### src/rtl/apb_event_pkg.sv
// Shared types and address helper for the event-to-APB write scheduler.
package apb_event_pkg;

  typedef enum logic [1:0] {
    IDLE   = 2'd0,
    SETUP  = 2'd1,
    ACCESS = 2'd2
  } state_t;

  localparam logic [31:0] DEF_BASE_ADDR   = 32'h0000_1000;
  localparam int          DEF_ADDR_STRIDE = 4;

  // Register address of event idx; callers truncate to their address width.
  function automatic logic [63:0] calc_addr(input logic [63:0] base,
                                            input logic [31:0] stride,
                                            input logic [31:0] idx);
    return base + ({32'd0, stride} * {32'd0, idx});
  endfunction

endpackage

### src/rtl/rr_arbiter.sv
// Combinational round-robin arbiter: search starts at ptr and wraps modulo N.
module rr_arbiter #(
  parameter  int N  = 3,
  localparam int IW = (N > 1) ? $clog2(N) : 1
) (
  input  logic [N-1:0]  req,
  input  logic [IW-1:0] ptr,
  output logic [N-1:0]  grant,
  output logic [IW-1:0] grant_idx,
  output logic          any
);

  int j;

  always_comb begin
    grant     = '0;
    grant_idx = '0;
    any       = 1'b0;
    j         = 0;
    for (int i = 0; i < N; i++) begin
      j = int'(ptr) + i;
      if (j >= N) j = j - N;
      if (!any && req[j]) begin
        any       = 1'b1;
        grant[j]  = 1'b1;
        grant_idx = IW'(j);
      end
    end
  end

endmodule

### src/rtl/apb_event_sched.sv
// Event-to-APB write scheduler: counts event rises, arbitrates round-robin, issues one APB write per grant.
// Optional ACCESS watchdog compiled in with `define APB_EVENT_TIMEOUT_EN.
module apb_event_sched
  import apb_event_pkg::*;
#(
  parameter int                NUM_EV      = 3,
  parameter int                ADDR_W      = 32,
  parameter int                DATA_W      = 32,
  parameter int                CNT_W       = 8,
  parameter logic [ADDR_W-1:0] BASE_ADDR   = ADDR_W'(DEF_BASE_ADDR),
  parameter int                ADDR_STRIDE = DEF_ADDR_STRIDE,
  parameter int                TIMEOUT_CYC = 16
) (
  input  logic              clk,
  input  logic              reset,
  input  logic [NUM_EV-1:0] event_i,
  output logic              apb_psel_o,
  output logic              apb_penable_o,
  output logic [ADDR_W-1:0] apb_paddr_o,
  output logic              apb_pwrite_o,
  output logic [DATA_W-1:0] apb_pwdata_o,
  input  logic              apb_pready_i,
  output logic [NUM_EV-1:0] pending_o,
  output logic [NUM_EV-1:0] overflow_o,
  output logic              timeout_o,
  output state_t            dbg_state
);

  localparam int IW = (NUM_EV > 1) ? $clog2(NUM_EV) : 1;
  localparam logic [CNT_W-1:0] CNT_MAX = '1;

  state_t                         state_q;
  logic                           psel_q, penable_q;
  logic [ADDR_W-1:0]              paddr_q;
  logic [DATA_W-1:0]              pwdata_q;
  logic [IW-1:0]                  ptr_q;
  logic [NUM_EV-1:0]              prev_q, rise, ovf_q, ovf_d;
  logic [NUM_EV-1:0][CNT_W-1:0]   cnt_q, cnt_d;
  logic [CNT_W-1:0]               base;
  logic [NUM_EV-1:0]              arb_grant_unused;
  logic [IW-1:0]                  grant_idx;
  logic                           any, grant_fire;

  assign rise = event_i & ~prev_q;

  always_comb begin
    pending_o = '0;
    for (int i = 0; i < NUM_EV; i++) pending_o[i] = |cnt_q[i];
  end

  rr_arbiter #(.N(NUM_EV)) u_arb (
    .req       (pending_o),
    .ptr       (ptr_q),
    .grant     (arb_grant_unused),
    .grant_idx (grant_idx),
    .any       (any)
  );

  // A completing ACCESS re-arbitrates in the same cycle so writes run back-to-back.
  assign grant_fire = any && ((state_q == IDLE) || ((state_q == ACCESS) && apb_pready_i));

`ifdef APB_EVENT_TIMEOUT_EN
  localparam int TW = $clog2(TIMEOUT_CYC + 1);
  logic [TW-1:0]  timer_q;
  logic [IW-1:0]  idx_q;
  logic           tmo_q, timeout_fire;
  logic [CNT_W:0] sum;

  assign timeout_fire = (state_q == ACCESS) && !apb_pready_i && (timer_q == TW'(TIMEOUT_CYC - 1));
  assign timeout_o    = tmo_q;
`else
  logic [31:0] unused_tmo;
  assign unused_tmo = 32'(TIMEOUT_CYC);
  assign timeout_o  = 1'b0;
`endif

  // Counter update: clear on grant (or restore on abort), then apply this cycle's rise.
  always_comb begin
    cnt_d = cnt_q;
    ovf_d = ovf_q;
    base  = '0;
`ifdef APB_EVENT_TIMEOUT_EN
    sum   = '0;
`endif
    for (int i = 0; i < NUM_EV; i++) begin
      base = cnt_q[i];
      if (grant_fire && (grant_idx == IW'(i))) base = '0;
`ifdef APB_EVENT_TIMEOUT_EN
      if (timeout_fire && (idx_q == IW'(i))) begin
        sum  = {1'b0, cnt_q[i]} + {1'b0, pwdata_q[CNT_W-1:0]};
        base = sum[CNT_W] ? CNT_MAX : sum[CNT_W-1:0];
      end
`endif
      cnt_d[i] = base;
      if (rise[i]) begin
        if (base == CNT_MAX) ovf_d[i] = 1'b1;
        else                 cnt_d[i] = base + CNT_W'(1);
      end
    end
  end

  always_ff @(posedge clk) begin
    if (reset) begin
      prev_q <= '0;
      cnt_q  <= '0;
      ovf_q  <= '0;
    end else begin
      prev_q <= event_i;
      cnt_q  <= cnt_d;
      ovf_q  <= ovf_d;
    end
  end

  always_ff @(posedge clk) begin
    if (reset) begin
      state_q   <= IDLE;
      psel_q    <= 1'b0;
      penable_q <= 1'b0;
      paddr_q   <= '0;
      pwdata_q  <= '0;
      ptr_q     <= '0;
`ifdef APB_EVENT_TIMEOUT_EN
      timer_q   <= '0;
      idx_q     <= '0;
      tmo_q     <= 1'b0;
`endif
    end else if (grant_fire) begin
      state_q   <= SETUP;
      psel_q    <= 1'b1;
      penable_q <= 1'b0;
      paddr_q   <= ADDR_W'(calc_addr(64'(BASE_ADDR), 32'(ADDR_STRIDE), 32'(grant_idx)));
      pwdata_q  <= DATA_W'(cnt_q[grant_idx]);
      ptr_q     <= (grant_idx == IW'(NUM_EV - 1)) ? '0 : grant_idx + IW'(1);
`ifdef APB_EVENT_TIMEOUT_EN
      idx_q     <= grant_idx;
`endif
    end else begin
      case (state_q)
        IDLE: begin
        end
        SETUP: begin
          state_q   <= ACCESS;
          penable_q <= 1'b1;
`ifdef APB_EVENT_TIMEOUT_EN
          timer_q   <= '0;
`endif
        end
        ACCESS: begin
          if (apb_pready_i) begin
            state_q   <= IDLE;
            psel_q    <= 1'b0;
            penable_q <= 1'b0;
          end
`ifdef APB_EVENT_TIMEOUT_EN
          else if (timeout_fire) begin
            state_q   <= IDLE;
            psel_q    <= 1'b0;
            penable_q <= 1'b0;
            tmo_q     <= 1'b1;
          end else begin
            timer_q   <= timer_q + TW'(1);
          end
`endif
        end
        default: state_q <= IDLE;
      endcase
    end
  end

  assign apb_psel_o    = psel_q;
  assign apb_penable_o = penable_q;
  assign apb_paddr_o   = paddr_q;
  assign apb_pwrite_o  = psel_q;
  assign apb_pwdata_o  = pwdata_q;
  assign overflow_o    = ovf_q;
  assign dbg_state     = state_q;

endmodule

### config.mk
export PLATFORM = sky130hd
export DESIGN_NAME = apb_event_sched
export DESIGN_NICKNAME = d
export VERILOG_FILES = /design/src/rtl/apb_event_pkg.sv /design/src/rtl/rr_arbiter.sv /design/src/rtl/apb_event_sched.sv
export SDC_FILE = /design/constraint.sdc
export NUM_CORES = 1
export LEC_CHECK = 0
export CORE_MARGIN = 3
export CORE_UTILIZATION = 43
export DETAILED_ROUTE_END_ITERATION = 10
export PLACE_DENSITY_LB_ADDON = 0.08
export SETUP_SLACK_MARGIN = 0.02
export SLEW_MARGIN = 20
export SYNTH_ARGS = -nofsm -noshare
export SYNTH_HDL_FRONTEND = slang
export SYNTH_SLANG_ARGS = --single-unit
### constraint.sdc
create_clock -name clk -period 3.6 [get_ports clk]
set_input_delay 0.36 -clock clk [delete_from_list [all_inputs] [get_ports clk]]
set_output_delay 0.36 -clock clk [all_outputs]
set_load 0.01 [all_outputs]
==> flow_metrics.py <==
metrics = {
    "outcome": {
        "outcome": "complete, no violations",
    },
    "detailed_routing": {
        "vias": 2390,
        "wl_met2_um": 2888,
        "vias_per_cell": 5.253,
        "firstDrtPassIters": 4,
        "met1_length_um": 3150,
        "ant_nets": 0,
        "drt_wl_total_um": 6482,
        "post_drt_wl_per_cell_um": 14.25,
        "highest_layer": "met4",
        "route.met3.wl_um": 381,
        "route.detailed.drc": 0,
        "first_iter_violations": 164,
    },
    "placed_design": {
        "dp.cells": 447,
        "place_congestion": 0.8035,
        "dp_hpwl_um": 4706,
        "io_buffers": 27,
    },
    "final_layout": {
        "drive_gt1_frac": 0.07937,
        "fin_util": 0.4916,
        "seq_area_um2": 940.9,
        "nets": 388,
        "antennaDiodeCount": 0,
        "multi_input_area_um2": 1684,
        "final_cells": 455,
        "fillCellCount": 646,
        "area_delta_synth_final_pct": 8.457,
    },
    "timing": {
        "fin_setup_tns_ns": 0,
        "fin_crit_sh": 0.8954,
        "setup_viol": 0,
        "hold_viol_final": 0,
        "fmax_mhz": 310.2,
        "clock_skew_ns": 0.005046,
        "drv_slew": 0,
        "slew_headroom": 0.5739,
        "worst_pin_slew_ns": 0.6349,
        "rsz0062_at_grt": "no",
        "fin_crit_ns": 3.223,
    },
    "pwr": {
        "p_total_w": 0.001784,
        "power.density_nw_per_um2": 558.7,
        "ir_worst_vdd_mv": 0.1994,
        "p_leak_nw": 1.303,
    },
    "logic_synthesis": {
        "syn_inst": 349,
        "ys_ff_latch": 47,
        "avgSynthCellArea_um2": 8.436,
        "synth_edf_count": 0,
        "synthArstFlopShare": 0,
        "synth_largest_area_cell": "dfxtp_1",
        "synth_cell_types": 55,
        "yosysMostFrequentCell": "buf_4",
        "synth_area_um2": 2944,
        "yosysSeqAreaShare": 0.3196,
        "ys_top_cells_by_area": "dfxtp_1, buf_4, mux2i_1, o32ai_1, nand3_1",
        "synthTopCellsByCount": "buf_4, dfxtp_1, inv_1, nand2_1, nor2_1",
        "ys_warn_count": 0,
        "ys.flop_type": "dfxtp_1",
        "netlist.area_leader.share": 0.3196,
    },
    "hold_path": {
        "hold_class": "flip-flop to flip-flop",
    },
    "run": {
        "maxCapViolCount": 0,
    },
    "cts": {
        "clock_sinks": 47,
        "cts_tree": "done",
        "hold_buffers": 0,
        "clock-root-buffer": "clkbuf_8",
        "cts_buffers": 5,
        "clock_latency_ns": 0.30,
        "clk_pin_slew_ns": 0.09,
        "htree_num_levels": 2,
        "cts.path.max_buffers": 2,
    },
    "setup_path": {
        "crit_path_start_kind": "flip-flop",
        "crit_fanout": 11,
        "worst_ep_required_time_ns": 3.81,
        "crit_type": "flip-flop to flip-flop",
        "crit_arrival_ns": 3.44,
        "endpoint_kind": "flip-flop",
    },
    "global_route": {
        "antenna_found_initial": 0,
        "grt.overflow.total": 0,
        "grt_max_degree": 35,
        "first_global_vias": 2108,
        "grt_pass1_wl_um": 10360,
        "grt_usage": 0.1678,
    },
    "floorplanning": {
        "die_y_um": 88.75,
        "num_io_pins": 82,
        "start_util": 0.4533,
        "rows": 29,
        "fp.dieW_um": 88.75,
        "core_um2": 6495,
        "die-area_um2": 7876,
    },
}
## where the power goes
part           leakage, nW  internal, W  total (W)  switching (W)
sequential           0.382     0.000585   0.000638      0.0000524
combinational        0.880     0.000347   0.000826       0.000479
clock               0.0412     0.000136   0.000320       0.000184
total                 1.30      0.00107    0.00178       0.000716
## registers in the layout (all words and copies together), names as in the netlist
name / count
cnt_q: 24
apb_pwdata_o: 8
apb_paddr_o: 3
overflow_o: 3
prev_q: 3
dbg_state: 2
ptr_q: 2
apb_penable_o: 1
apb_psel_o: 1
## cells in the final DEF (no fill, tap or decap), drive strengths merged, types with 2 or more instances in the layout
| master | instances |
|---|---|
| a2111oi | 5 |
| a211oi | 5 |
| a21o | 2 |
| a21oi | 15 |
| a22oi | 2 |
| a311oi | 2 |
| a31o | 2 |
| a31oi | 5 |
| and2 | 5 |
| and3 | 10 |
| and4 | 4 |
| buf | 5 |
| clkbuf | 6 |
| clkdlybuf4s50 | 27 |
| conb | 54 |
| dfxtp | 47 |
| ha | 5 |
| inv | 21 |
| mux2i | 11 |
| nand2 | 20 |
| nand2b | 9 |
| nand3 | 18 |
| nand4 | 7 |
| nor2 | 20 |
| nor2b | 11 |
| nor3 | 11 |
| nor4 | 7 |
| o211ai | 2 |
| o21a | 2 |
| o21ai | 8 |
| o32ai | 11 |
| or3 | 2 |
| xor2 | 3 |
## cell type report
cell class              count  area share
multi-input cells         270      0.5274
flip-flops and latches     47      0.2947
inverters                  21     0.02469
repair buffers             32     0.09639
clock buffers               6     0.02273
clock inverters             2    0.003918
well taps                  77     0.03017
## per-stage QoR
| stage | setup slack [ns] | hold slack [ns] | area [um2] |
|---|---|---|---|
| floorplan | 0.6863 | 0.4707 | 3143 |
| global placement | 0.4385 | 0.4436 | 3087 |
| detailed placement | 0.3883 | 0.4433 | 3087 |
| CTS | 0.3405 | 0.4595 | 3172 |
| global route | 0.1067 | 0.4768 | 3193 |
| finish | 0.3766 | 0.4558 | 3193 |
## cell families (layout without fill, tap and decap cells)
family | Yosys count | after routing | share of synthesized area
simple gates | 126 | 126 | 0.2456
buf+inv | 85 | 61 | 0.1832
compound gates | 69 | 69 | 0.1759
flops | 47 | 47 | 0.3196
mux | 11 | 11 | 0.03740
fa+ha+maj | 6 | 6 | 0.02507
xor+xnor | 4 | 4 | 0.01190
other cells | 1 | 54 | 0.001274
## path summary, 6_finish.rpt
path,end,slack (ns),startpoint,cells past startpoint
worst min-delay path,apb_penable_o$_SDFFE_PP0P_,0.46,apb_penable_o$_SDFFE_PP0P_,2
worst max register to register,cnt_q[0]$_SDFF_PP0_,0.38,cnt_q[20]$_SDFF_PP0_,12
worst min register to register,apb_penable_o$_SDFFE_PP0P_,0.46,apb_penable_o$_SDFFE_PP0P_,2
worst max-delay path,cnt_q[0]$_SDFF_PP0_,0.38,cnt_q[20]$_SDFF_PP0_,12
## layer usage
layer | GRT usage | vias to the layer above
met4 | 0.04121 | 0
met2 | 0.2679 | 84
li1 | - | 1193
met5 | 0 | -
met3 | 0.04004 | 5
met1 | 0.2278 | 1108
## timing repair
action / 4_1_cts / 5_1_grt
hold endpoints to repair: 0 / 0
gates resized for setup: 0 / 3
setup endpoints to repair: 0 / 2
setup buffers: 0 / 0
## critical path, stage by stage (launching register included)
cell and delay, ns:
dfxtp_1 0.41, nor4_4 0.44, and4_4 0.29, maj3_2 0.23, a211oi_4 0.11, and3_4 0.27, nor2b_1 0.12, ha_1 0.29
nand2_1 0.11, nor2b_1 0.21, nand3_1 0.18, and2_1 0.22, o32ai_1 0.25
(Power assumes the default switching activity.)
==> patch: new RTL, same flow settings <==
The option `APB_EVENT_TIMEOUT_EN` is turned on by a define.
--- a/src/rtl/apb_event_sched.sv
+++ b/src/rtl/apb_event_sched.sv
@@ -1,5 +1,7 @@
 // Event-to-APB write scheduler: counts event rises, arbitrates round-robin, issues one APB write per grant.
 // Optional ACCESS watchdog compiled in with `define APB_EVENT_TIMEOUT_EN.
+`define APB_EVENT_TIMEOUT_EN
+
 module apb_event_sched
   import apb_event_pkg::*;
 #(
Check against the original RTL: no difference found for any inputs over 4 cycles, from zero or initial values and one cycle with reset high; that may be too few to reach the edited logic, so the function may still have changed.
==> patch against the original RTL <==
Total power rose by 45%. Area after synthesis is 58% higher. First-iteration DRC count increased by 51%. Cell area increased by 54%. Final cell count rose by 61%. Sequential cell count increased by 6. Routed wire length increased by 84%. Setup slack gained 0.027 ns. Hold slack better by 0.015 ns. Count of clock-buffer cells in the layout is the same. Largest power group unchanged. Highest routed layer unchanged.
==> patch: results (changes against the original RTL) <==
Layout
  • NumNets Final: 634 (+63%)
  • Final-layout fill cell count: 1,062 (+64%)
  • Share of cells above drive strength 1: 7.86% (-0.077 points)

Detailed routing
  • WL met3: 635 µm (+67%)
  • Drt first-iter violations: 247 (+51%)
  • DRT Pass-1 Iters: 5 (+1)
  • Total met2 wirelength after detailed routing: 5.58 mm (+93%)
  • Vias per cell: 5.77 (+9.8%)
  • DRT met1 WL: 5.54 mm (+76%)
  • Vias post-DR: 4,235 (+77%)

Power and ir drop
  • Internal: 1.42 mW (+33%)
  • Clock Power Share: 14.4% (-3.5 points)
  • Peak VDD IR: 342 µV (+72%)
  • Register share of total power: 32.9% (-2.8 points)
  • Static leakage: 1.98 nW (+52%)
  • Switching Power: 1.17 mW (+63%)

Synthesis
  • Yosys cell types: 82 (+49%)
  • Cells after Synth: 573 (+64%)
  • Mux cell area share after synthesis: 0.890% (-2.8 points)
  • Register area share after synthesis: 22.9% (-9.1 points)
  • Top cells by area, synth: dfxtp_1 23%, buf_4 8.7%, ha_1 7.6%
  • Synth cell count leaders: 61 x nor2_1, 54 x buf_4, 53 x dfxtp_1
  • Xor-xnor portion of the synthesized cell area: 0.944% (-0.25 points)
  • Compound-Gate Fraction of Synth Area: 30.6% (+13 points)
  • Async S/R FF share, synth: 0% (unchanged)

Place
  • Post-Place Setup Slack: 0.449 ns (+0.0604 ns)
  • Port buffer count: 28 (+3.7%)
  • HPWL Detailed: 9.07 mm (+93%)
  • Global placement routability congestion: 0.900 (+12%)
  • Post-Place Cells: 726 (+62%)
  • Post-DP Area: 4840 µm² (+57%)

Critical path
  • Reg2reg end: cnt_q[4]
  • CP startpoint: apb_pwdata_o[0]
  • Crit-path max FO: 7 (-4)
  • Critical-path top delay cell: or4_1
  • R2R cell count: 10 (-2)
  • Data arrival, critical path: 3.46 ns (+0.02 ns)
  • Max stage delay on crit path: 0.48 ns (+0.04 ns)
  • Worst r2r src: apb_pwdata_o[0]
  • Worst R2R Setup Slack: 0.40 ns (+0.03 ns)

Status
  • Outcome: finished, final reports clean

Timing
  • Minimum clock period: 3.20 ns (-0.0270 ns)
  • Clock Skews: 0.0162 ns (+0.0112 ns)
  • Worst-Margin Slew: 0.729 ns (+0.0941 ns)
  • WHS: 0.471 ns (+0.0153 ns)

Global route
  • GRT Resource Usage Total: 20.0% (+3.3 points)
  • Met3 Use GR: 3.64% (-0.36 points)
  • First-pass GRT wire length: 19.3 mm (+86%)
  • M2 GR Usage: 33.1% (+6.3 points)
  • Vias in the first global route: 3,948 (+87%)

Min path
  • Hold Path End: overflow_o[1]
  • Worst Hold Path Cells: 1 (-1)
  • Hold_sp: overflow_o[1]

CTS
  • Clk slew on worst S/H paths: 0.11 ns (+0.02 ns)
## patch: cell count changes in the layout (fill, tap and decap cells not counted), sizes merged, moves of 11 or more
cell	delta
a211oi	+24
nor2	+41
a21oi	+21
o21a	+13
o32ai	-11
ha	+23
o21ai	+29
## patch: logic make-up after synthesis
logic type,after synthesis
muxes,4
DFF,53
buffers and inverters,86
and+or+nand+nor,192
AOI/OAI and AO/OA,200
other,1
adders and majority gates,32
xor gates and xnor gates,5
## patch: area by class of cell
cell class | instances | area, µm² | share of cell area (%)
Multi-Input combinational cell | 486 | 3210 | 65.0
Sequential cell | 53 | 1060 | 21.5
Timing Repair Buffer | 38 | 350 | 7.10
Clock inverter | 2 | 13.8 | 0.279
Clock buffer | 6 | 82.6 | 1.67
Inverter | 13 | 48.8 | 0.989
Tap cell | 136 | 170 | 3.45
